`config.mk`:
```
export PLATFORM = sky130hd
export DESIGN_NAME = sdr_ch3_arbiter
export DESIGN_NICKNAME = d
export VERILOG_FILES = /design/src/rtl/sdr_arb_pkg.sv /design/src/rtl/ch3_watchdog.sv /design/src/rtl/sdr_ch3_arbiter.sv
export SDC_FILE = /design/constraint.sdc
export NUM_CORES = 1
export LEC_CHECK = 0
export ABC_AREA = 1
export CAP_MARGIN = 30
export CORE_ASPECT_RATIO = 0.7
export CORE_MARGIN = 4
export CORE_UTILIZATION = 43
export CTS_CLUSTER_DIAMETER = 60
export DETAILED_ROUTE_END_ITERATION = 6
export PLACE_DENSITY_LB_ADDON = 0.15
export SYNTH_ARGS = -nofsm -noshare
export SYNTH_HDL_FRONTEND = slang
export SYNTH_SLANG_ARGS = --single-unit
```
`constraint.sdc`:
```
create_clock -name clk -period 3.79 [get_ports clk]
set_input_delay 0.379 -clock clk [delete_from_list [all_inputs] [get_ports clk]]
set_output_delay 0.379 -clock clk [all_outputs]
set_load 0.01 [all_outputs]
```
`src/rtl/sdr_arb_pkg.sv`:
```
// Shared types and default limits for the SDRAM channel-3 arbiter.
package sdr_arb_pkg;

  localparam int NV_STARVE_MAX_DEF = 4;
  localparam int TIMEOUT_DEF       = 255;

  typedef enum logic [1:0] {
    OWN_ROM,
    OWN_BG2,
    OWN_NV
  } owner_t;

  typedef enum logic [1:0] {
    ST_IDLE,
    ST_ISSUE,
    ST_WAIT,
    ST_DONE
  } state_t;

endpackage

```
`src/rtl/ch3_watchdog.sv`:
```
// Wait-cycle counter for ch3: cleared on issue, counts while enabled,
// flags expiry on the TIMEOUT-th enabled cycle.
module ch3_watchdog #(
  parameter int TIMEOUT = 255
) (
  input  logic clk,
  input  logic reset,
  input  logic clr,
  input  logic en,
  output logic expired
);

  localparam int CW = $clog2(TIMEOUT + 1);

  logic [CW-1:0] count;

  always_ff @(posedge clk or posedge reset) begin
    if (reset) begin
      count <= '0;
    end else if (clr) begin
      count <= '0;
    end else if (en && !expired) begin
      count <= count + 1'b1;
    end
  end

  assign expired = en && (count == CW'(TIMEOUT - 1));

endmodule

```
`src/rtl/sdr_ch3_arbiter.sv`:
```
// SDRAM channel-3 arbiter: ROM writer, BG2 tile fetch and NVRAM port share
// one outstanding toggle-handshake access, with an NVRAM starvation guard.
module sdr_ch3_arbiter
  import sdr_arb_pkg::*;
#(
  parameter int AW            = 24,
  parameter int NV_STARVE_MAX = NV_STARVE_MAX_DEF,
  parameter int TIMEOUT       = TIMEOUT_DEF
) (
  input  logic          clk,
  input  logic          reset,
  input  logic          rom_active,
  input  logic          rom_req,
  input  logic [AW-1:0] rom_addr,
  input  logic [15:0]   rom_din,
  input  logic [1:0]    rom_be,
  output logic          rom_rdy,
  input  logic          bg2_req,
  input  logic [AW-1:0] bg2_addr,
  output logic [15:0]   bg2_dout,
  output logic          bg2_rdy,
  input  logic          nv_req,
  input  logic          nv_we,
  input  logic [AW-1:0] nv_addr,
  input  logic [15:0]   nv_din,
  input  logic [1:0]    nv_be,
  output logic [15:0]   nv_dout,
  output logic          nv_rdy,
  input  logic          dbg_mask,
  output logic [AW-1:0] ch3_addr,
  output logic [15:0]   ch3_din,
  output logic [1:0]    ch3_be,
  output logic          ch3_rnw,
  output logic          ch3_req,
  input  logic [15:0]   ch3_dout,
  input  logic          ch3_ready,
  output logic          busy,
  output logic          timeout_err
);

  localparam logic [2:0] STARVE_LIM = 3'(NV_STARVE_MAX);

  state_t     state, state_nxt;
  owner_t     owner, grant_own;
  logic       grant_valid;
  logic       wd_clr, wd_en, wd_expired;
  logic [2:0] starve_cnt;

  assign wd_clr = (state == ST_ISSUE);
  assign wd_en  = (state == ST_WAIT);
  assign busy   = (state != ST_IDLE);

  ch3_watchdog #(
    .TIMEOUT (TIMEOUT)
  ) u_watchdog (
    .clk     (clk),
    .reset   (reset),
    .clr     (wd_clr),
    .en      (wd_en),
    .expired (wd_expired)
  );

  always_ff @(posedge clk or posedge reset) begin
    if (reset) begin
      state <= ST_IDLE;
    end else begin
      state <= state_nxt;
    end
  end

  always_comb begin
    // NOTE: every output of this block gets a default first, so no branch can
    // leave a value unassigned and infer a latch.
    state_nxt   = state;
    grant_valid = 1'b0;
    grant_own   = OWN_ROM;
    case (state)
      ST_IDLE: begin
        // During a download only the ROM writer may touch ch3.
        if (rom_active) begin
          grant_valid = rom_req;
          grant_own   = OWN_ROM;
        end else if (nv_req && (starve_cnt == STARVE_LIM)) begin
          grant_valid = 1'b1;
          grant_own   = OWN_NV;
        end else if (bg2_req && !dbg_mask) begin
          grant_valid = 1'b1;
          grant_own   = OWN_BG2;
        end else if (nv_req) begin
          grant_valid = 1'b1;
          grant_own   = OWN_NV;
        end
        if (grant_valid) state_nxt = ST_ISSUE;
      end
      ST_ISSUE: state_nxt = ST_WAIT;
      ST_WAIT:  if (ch3_ready || wd_expired) state_nxt = ST_DONE;
      ST_DONE:  state_nxt = ST_IDLE;
      default:  state_nxt = ST_IDLE;
    endcase
  end

  // NOTE: sequential state uses non-blocking assignments so every register
  // samples pre-edge values regardless of statement order.
  always_ff @(posedge clk or posedge reset) begin
    if (reset) begin
      owner       <= OWN_ROM;
      ch3_addr    <= '0;
      ch3_din     <= '0;
      ch3_be      <= 2'b11;
      ch3_rnw     <= 1'b1;
      ch3_req     <= 1'b0;
      bg2_dout    <= '0;
      nv_dout     <= '0;
      rom_rdy     <= 1'b0;
      bg2_rdy     <= 1'b0;
      nv_rdy      <= 1'b0;
      timeout_err <= 1'b0;
      starve_cnt  <= '0;
    end else begin
      rom_rdy <= 1'b0;
      bg2_rdy <= 1'b0;
      nv_rdy  <= 1'b0;
      case (state)
        ST_IDLE: begin
          if (grant_valid && grant_own == OWN_NV) begin
            starve_cnt <= '0;
          end else if (!nv_req) begin
            starve_cnt <= '0;
          end else if (grant_valid && grant_own == OWN_BG2 && starve_cnt < STARVE_LIM) begin
            starve_cnt <= starve_cnt + 1'b1;
          end
          if (grant_valid) begin
            owner <= grant_own;
            case (grant_own)
              OWN_ROM: begin
                ch3_addr <= rom_addr;
                ch3_din  <= rom_din;
                ch3_be   <= rom_be;
                ch3_rnw  <= 1'b0;
              end
              OWN_BG2: begin
                ch3_addr <= bg2_addr;
                ch3_be   <= 2'b11;
                ch3_rnw  <= 1'b1;
              end
              default: begin
                ch3_addr <= nv_addr;
                ch3_din  <= nv_din;
                ch3_be   <= nv_be;
                ch3_rnw  <= !nv_we;
              end
            endcase
          end
        end
        ST_ISSUE: ch3_req <= ~ch3_req;
        ST_WAIT: begin
          if (ch3_ready || wd_expired) begin
            // A timed-out access leaves dout untouched but still completes.
            if (!ch3_ready) begin
              timeout_err <= 1'b1;
            end else if (owner == OWN_BG2) begin
              bg2_dout <= ch3_dout;
            end else if (owner == OWN_NV) begin
              nv_dout <= ch3_dout;
            end
            case (owner)
              OWN_ROM: rom_rdy <= 1'b1;
              OWN_BG2: bg2_rdy <= 1'b1;
              default: nv_rdy  <= 1'b1;
            endcase
          end
        end
        default: ;
      endcase
    end
  end

endmodule

```
# After elaboration in Yosys (flattened, before gate mapping)

Index checks and enable logic that the tools add are counted.
W data, S select, Z words.

Output and inout bits: 81
Input bits: 133
Flip-flop bits (word level): 95
Word-level logic and storage cells: 90

Mux-type cells: 32
Bitwise gates (word level): 4
Equality and inequality tests: 12
$lt $le $gt $ge: 1
$add $sub $neg: 2
Reduce and logical (&&, ||, !) cells: 24

Operators with widths:

| kind                  | count |
|---|---|
| $pmux W24 S2          | 1 |
| $pmux W16 S2          | 1 |
| $mux W8               | 2 |
| $mux W1               | 15 |
| $mux W2               | 7 |
| $mux W3               | 3 |
| $add A8 B1 Y8 const B | 1 |
| $eq A2 B2 Y1 const B  | 4 |
| $eq A8 B8 Y1 const B  | 1 |
| $pmux W2 S4           | 1 |
| $logic_and A1 B1 Y1   | 7 |
| $eq A2 B1 Y1 const B  | 3 |
| $logic_not A2 Y1      | 3 |
| $reduce_and A2 Y1     | 3 |
| $reduce_and A3 Y1     | 2 |
| $reduce_and A5 Y1     | 1 |
| $ne A2 B2 Y1 const B  | 2 |
| $not A1 Y1            | 4 |
| $pmux W2 S2           | 1 |
| $reduce_and A4 Y1     | 1 |
| $reduce_bool A2 Y1    | 2 |
| $add A3 B1 Y3 const B | 1 |
| $eq A3 B3 Y1 const B  | 1 |
| $logic_not A1 Y1      | 3 |
| other kinds (5)       | 5 |

# Logic depth before layout (Yosys ltp)

Word-level depth: 12
Gate-level depth with buffers: 12

# Modules after synthesis

Synthesis repeated with hierarchy kept, for this count alone.

Cells, all modules: 670
Area total of the unflattened synthesis: 5081.1 µm²

By module, submodules not included:

| module          | area each (µm²) | seq. area each (µm²) | cells an instance | instances |
|---|---|---|---|---|
| sdr_ch3_arbiter | 4531.8          | 2180.8               | 594               | 1 |
| ch3_watchdog    | 549.3           | 200.2                | 76                | 1 |

# Least setup slack after synthesis

No wires, ideal clock.

Path type: register -> register
From: reg state[0]
To: reg ch3_addr[12]
Arrival: 1561 ps
Library setup time: 116 ps
Path buffers: 2
Period minus slack after synthesis: 1676 ps
Slack: 2114 ps
Stages on the path, launching flop included: 12
Path through: dfrtp_1 > inv_1 > ha_1 > buf_4 > inv_2 > nor2_2 > nand3_4 > nand2_2 > buf_4 > nor2_1 > nor2_1 > nor2_1

Longest elaborated chain between the ends: 4
Elaborated cells between the ends (all ways): 7

Ends and longest elaborated chain:

| item                                             | RTL line                                      | RTL |
|---|---|---|
| start: declaration                               | sdr_ch3_arbiter.sv:43                         | `state_t state, state_nxt;` |
| start signal: assignment                         | sdr_ch3_arbiter.sv:67                         | `state <= state_nxt;` |
| $logic_not A2 Y1 *                               | sdr_ch3_arbiter.sv:77, sdr_ch3_arbiter.sv:123 |  |
| $mux W2                                          | sdr_ch3_arbiter.sv:77                         | `case (state)` |
| $eq A2 B1 Y1 or $logic_not A2 Y1 (tied branches) | sdr_ch3_arbiter.sv:134                        | `case (grant_own)` |
| $pmux W24 S2                                     | sdr_ch3_arbiter.sv:134                        |  |
| end signal: assignment                           | sdr_ch3_arbiter.sv:136                        | `ch3_addr <= rom_addr;` |
| end signal: assignment                           | sdr_ch3_arbiter.sv:142                        | `ch3_addr <= bg2_addr;` |
| end signal: assignment                           | sdr_ch3_arbiter.sv:147                        | `ch3_addr <= nv_addr;` |
| end: declaration                                 | sdr_ch3_arbiter.sv:30                         | `output logic [AW-1:0] ch3_addr,` |

Mark *: on every way between the ends. The rest lies on a longest branch, timed or not.
A chain may end at the register's enable or synchronous reset.

# Final worst setup path

From: reg state[0]
To: reg ch3_din[15]

Longest elaborated chain between the ends: 5
Elaborated cells between the ends (all ways): 8

Ends and longest elaborated chain:

| item                               | RTL line                                      | RTL |
|---|---|---|
| $logic_not A2 Y1 *                 | sdr_ch3_arbiter.sv:77, sdr_ch3_arbiter.sv:123 |  |
| $mux W2                            | sdr_ch3_arbiter.sv:77                         |  |
| $eq A2 B1 Y1                       | sdr_ch3_arbiter.sv:134                        |  |
| $not A1 Y1 (no source line)        | n/a                                           |  |
| $reduce_and A3 Y1 (no source line) | n/a                                           |  |
| end signal: assignment             | sdr_ch3_arbiter.sv:137                        | `ch3_din <= rom_din;` |
| end signal: assignment             | sdr_ch3_arbiter.sv:148                        | `ch3_din <= nv_din;` |
| end: declaration                   | sdr_ch3_arbiter.sv:31                         | `output logic [15:0] ch3_din,` |

Marked as above.

==> results.cfg <==
[setup_path]
critPathLaunchType = register
slowest_delay_ps = 560
crit_buf_inv = 2
endpoint_kind = register
arrival_ps = 3000
crit_family = simple AND/OR/NAND/NOR gates
crit_top_cell = nand2_1
cp.required_ps = 4020
worstSetupPathType = register to register
crit_slowest_cell = nand2_2
cp_cell_sequence = inv_1 > ha_1 > nand2_1 > nor2_4 > nand2_2 > buf_4 > nand2_2 > nand2_1 > nand3_1 > nand2_1
crit_fanout = 35

[die]
coreArea_mm2 = 0.0112
die_w_um = 137
die_h_um = 98.3
ios = 214
die_area_mm2 = 0.0135
row_count = 32
start_util_pct = 44.7

[placed_design]
placed_cell_area_mm2 = 0.00722
dp.cells = 1014
io_buffers = 213
dpl.hpwl_mm = 11.4
gp_congestion = 0.836

[yosys]
yosys.area.top_type_share_pct = 46.0
yosys-top-cells-area = dfrtp_1, nand2_1, inv_1
syn_avg_cell_area_um2 = 7.49
async_flop_share_pct = 100
yosysUniqueCellTypes = 33
synth_top_flop_cell = dfrtp_1
synth_edf_count = 0
yosysWarnings = 0
seq_area_frac_synth_pct = 47.5
netlist_instances = 669
synth_commonest_cells = nand2_1, inv_1, dfrtp_1
yosysTopAreaCell = dfrtp_1
syn_area_mm2 = 0.00501
synth_seq_cells = 95
synth_most_common_cell = nand2_1
syn_nets = 809

[cells_and_area]
finalNonFillerCells = 1032
fin_nets = 1014
synthToLayoutAreaGrowth_pct = 50.7
postLayoutCellArea_mm2 = 0.00755
diodes = 0
final_layout_size_suffix_gt1_share_pct = 6.37

[global_routing]
gr-usage-all-layers_pct = 22.5
grt_pass1_vias = 4976
antenna_found_initial = 0
grt_first_pass_wirelength_mm = 24.2
grt_max_degree = 76
grt_overflow_total = 0

[clock_tree]
clock-root-buffer = clkbuf_16
cts_sinks = 95
hold_buffers = 0
h-tree-depth = 3
cts_buffers = 9
cts-resized-gates = 0
clock_latency_ps = 340
clk_pin_slew_ps = 70
cts_tree = done
cts_setup_buffers = 0
cts.path.max_buffers = 2

[timing]
tightest_slew_ps = 709
fin_crit_sh_pct = 72.8
hold_viol = 0
finalMaxSlewViolations = 0
max_freq_mhz = 362
slew_headroom_pct = 52.6
fin_worst_skew_ps = 9.17
fin_tns_setup_ps = 0
grt_setup_unrepaired = no
setup_violations = 0
min_period_ps = 2760

[drt]
routed_wl_mm = 15.1
routedWlPerCell_um = 14.6
drc = 0
drt_iter0_markers = 219
vias = 4977
viasPerCell = 4.82
first_pass_iters = 5
ant_nets = 0

[power_and_ir_drop]
ir_worst_vdd_mv = 0.317
power.static_leakage_nw = 3.73
p_per_area_mw_per_mm2 = 654

[flow_run]
drv_cap = 0

[min_path]
holdCritPathClass = input port to asynchronous set/reset pin

[outcome]
outcome = complete, no violations
## registers in the layout, indices dropped and copies added, names as in the netlist, 2 cells and up
signal            cells
state                 2
owner                 2
starve_cnt            3
ch3_be                2
u_watchdog.count      8
nv_dout              16
ch3_addr             24
ch3_din              16
bg2_dout             16
## cells by family after synthesis
family	after synthesis	share of synthesized area, %
AND/OR/NAND/NOR	369	32.8
flip-flops	95	47.5
AO/OA/AOI/OAI	53	5.60
adder cells (fa/ha/maj)	7	1.75
buffers and inverters	141	11.7
XOR/XNOR	4	0.700
## cells in the final DEF (no fill, tap or decap), types with 5 or more instances in the layout
cell type,count
nand2_1,185
dfrtp_1,92
inv_1,111
o21ai_0,39
a21oi_1,5
nand3_1,84
ha_1,7
clkdlybuf4s50_1,213
nor2_1,62
clkbuf_16,9
or2_2,16
nand4_1,6
## worst paths after layout
check | start | end | slack (ps) | cells past startpoint
max in group asynchronous | reset | bg2_dout[13]$_DFFE_PP0P_ | 2570 | 4
worst min-delay path | reset | ch3_din[5]$_DFFE_PP0P_ | 320 | 2
min in group clk | ch3_req$_DFFE_PP0P_ | ch3_req$_DFFE_PP0P_ | 460 | 1
worst max register to register | state[0]$_DFFE_PP0P_ | ch3_din[15]$_DFFE_PP0P_ | 1030 | 10
worst min register to register | ch3_req$_DFFE_PP0P_ | ch3_req$_DFFE_PP0P_ | 460 | 1
worst max-delay path | state[0]$_DFFE_PP0P_ | ch3_din[15]$_DFFE_PP0P_ | 1030 | 10
## cell type report
cell class	count	area, um2
Fill cell	936	3660
Sequential cell	95	2380
Timing Repair Buffer	218	2200
Multi-Input combinational cell	433	2040
Inverter	117	447
Clock buffer	9	225
Tap cell	153	191
Clock inverter	7	61.3
## metal layers
metal / global-route usage [%] / vias up / routed length (um)
met1: 27.6 / 2345 / 6230
met4: 5.60 / 0 / 206
met5: 0 / - / 0
met2: 38.3 / 151 / 7560
li1: - / 2465 / -
met3: 7.52 / 16 / 1080
## report_power, final
group	total [W]	internal (W)	switching (W)	leakage [nW]
registers	0.00172	0.00146	0.000256	1.17
clock network	0.000876	0.000459	0.000417	0.140
logic	0.00234	0.00119	0.00116	2.41
total	0.00494	0.00311	0.00183	3.73
## through the flow
step	setup WS (ps)	util (%)	total power, W	hold slack (ps)
after floorplan	939	-	0.00285	432
after global placement	1170	64.4	0.00400	456
after detailed placement	1050	64.4	0.00408	463
after CTS	1020	66.9	0.00498	474
after global routing	787	67.3	0.00530	312
final	1030	67.3	0.00494	317
Note: power is estimated with default switching activity, not from simulation.
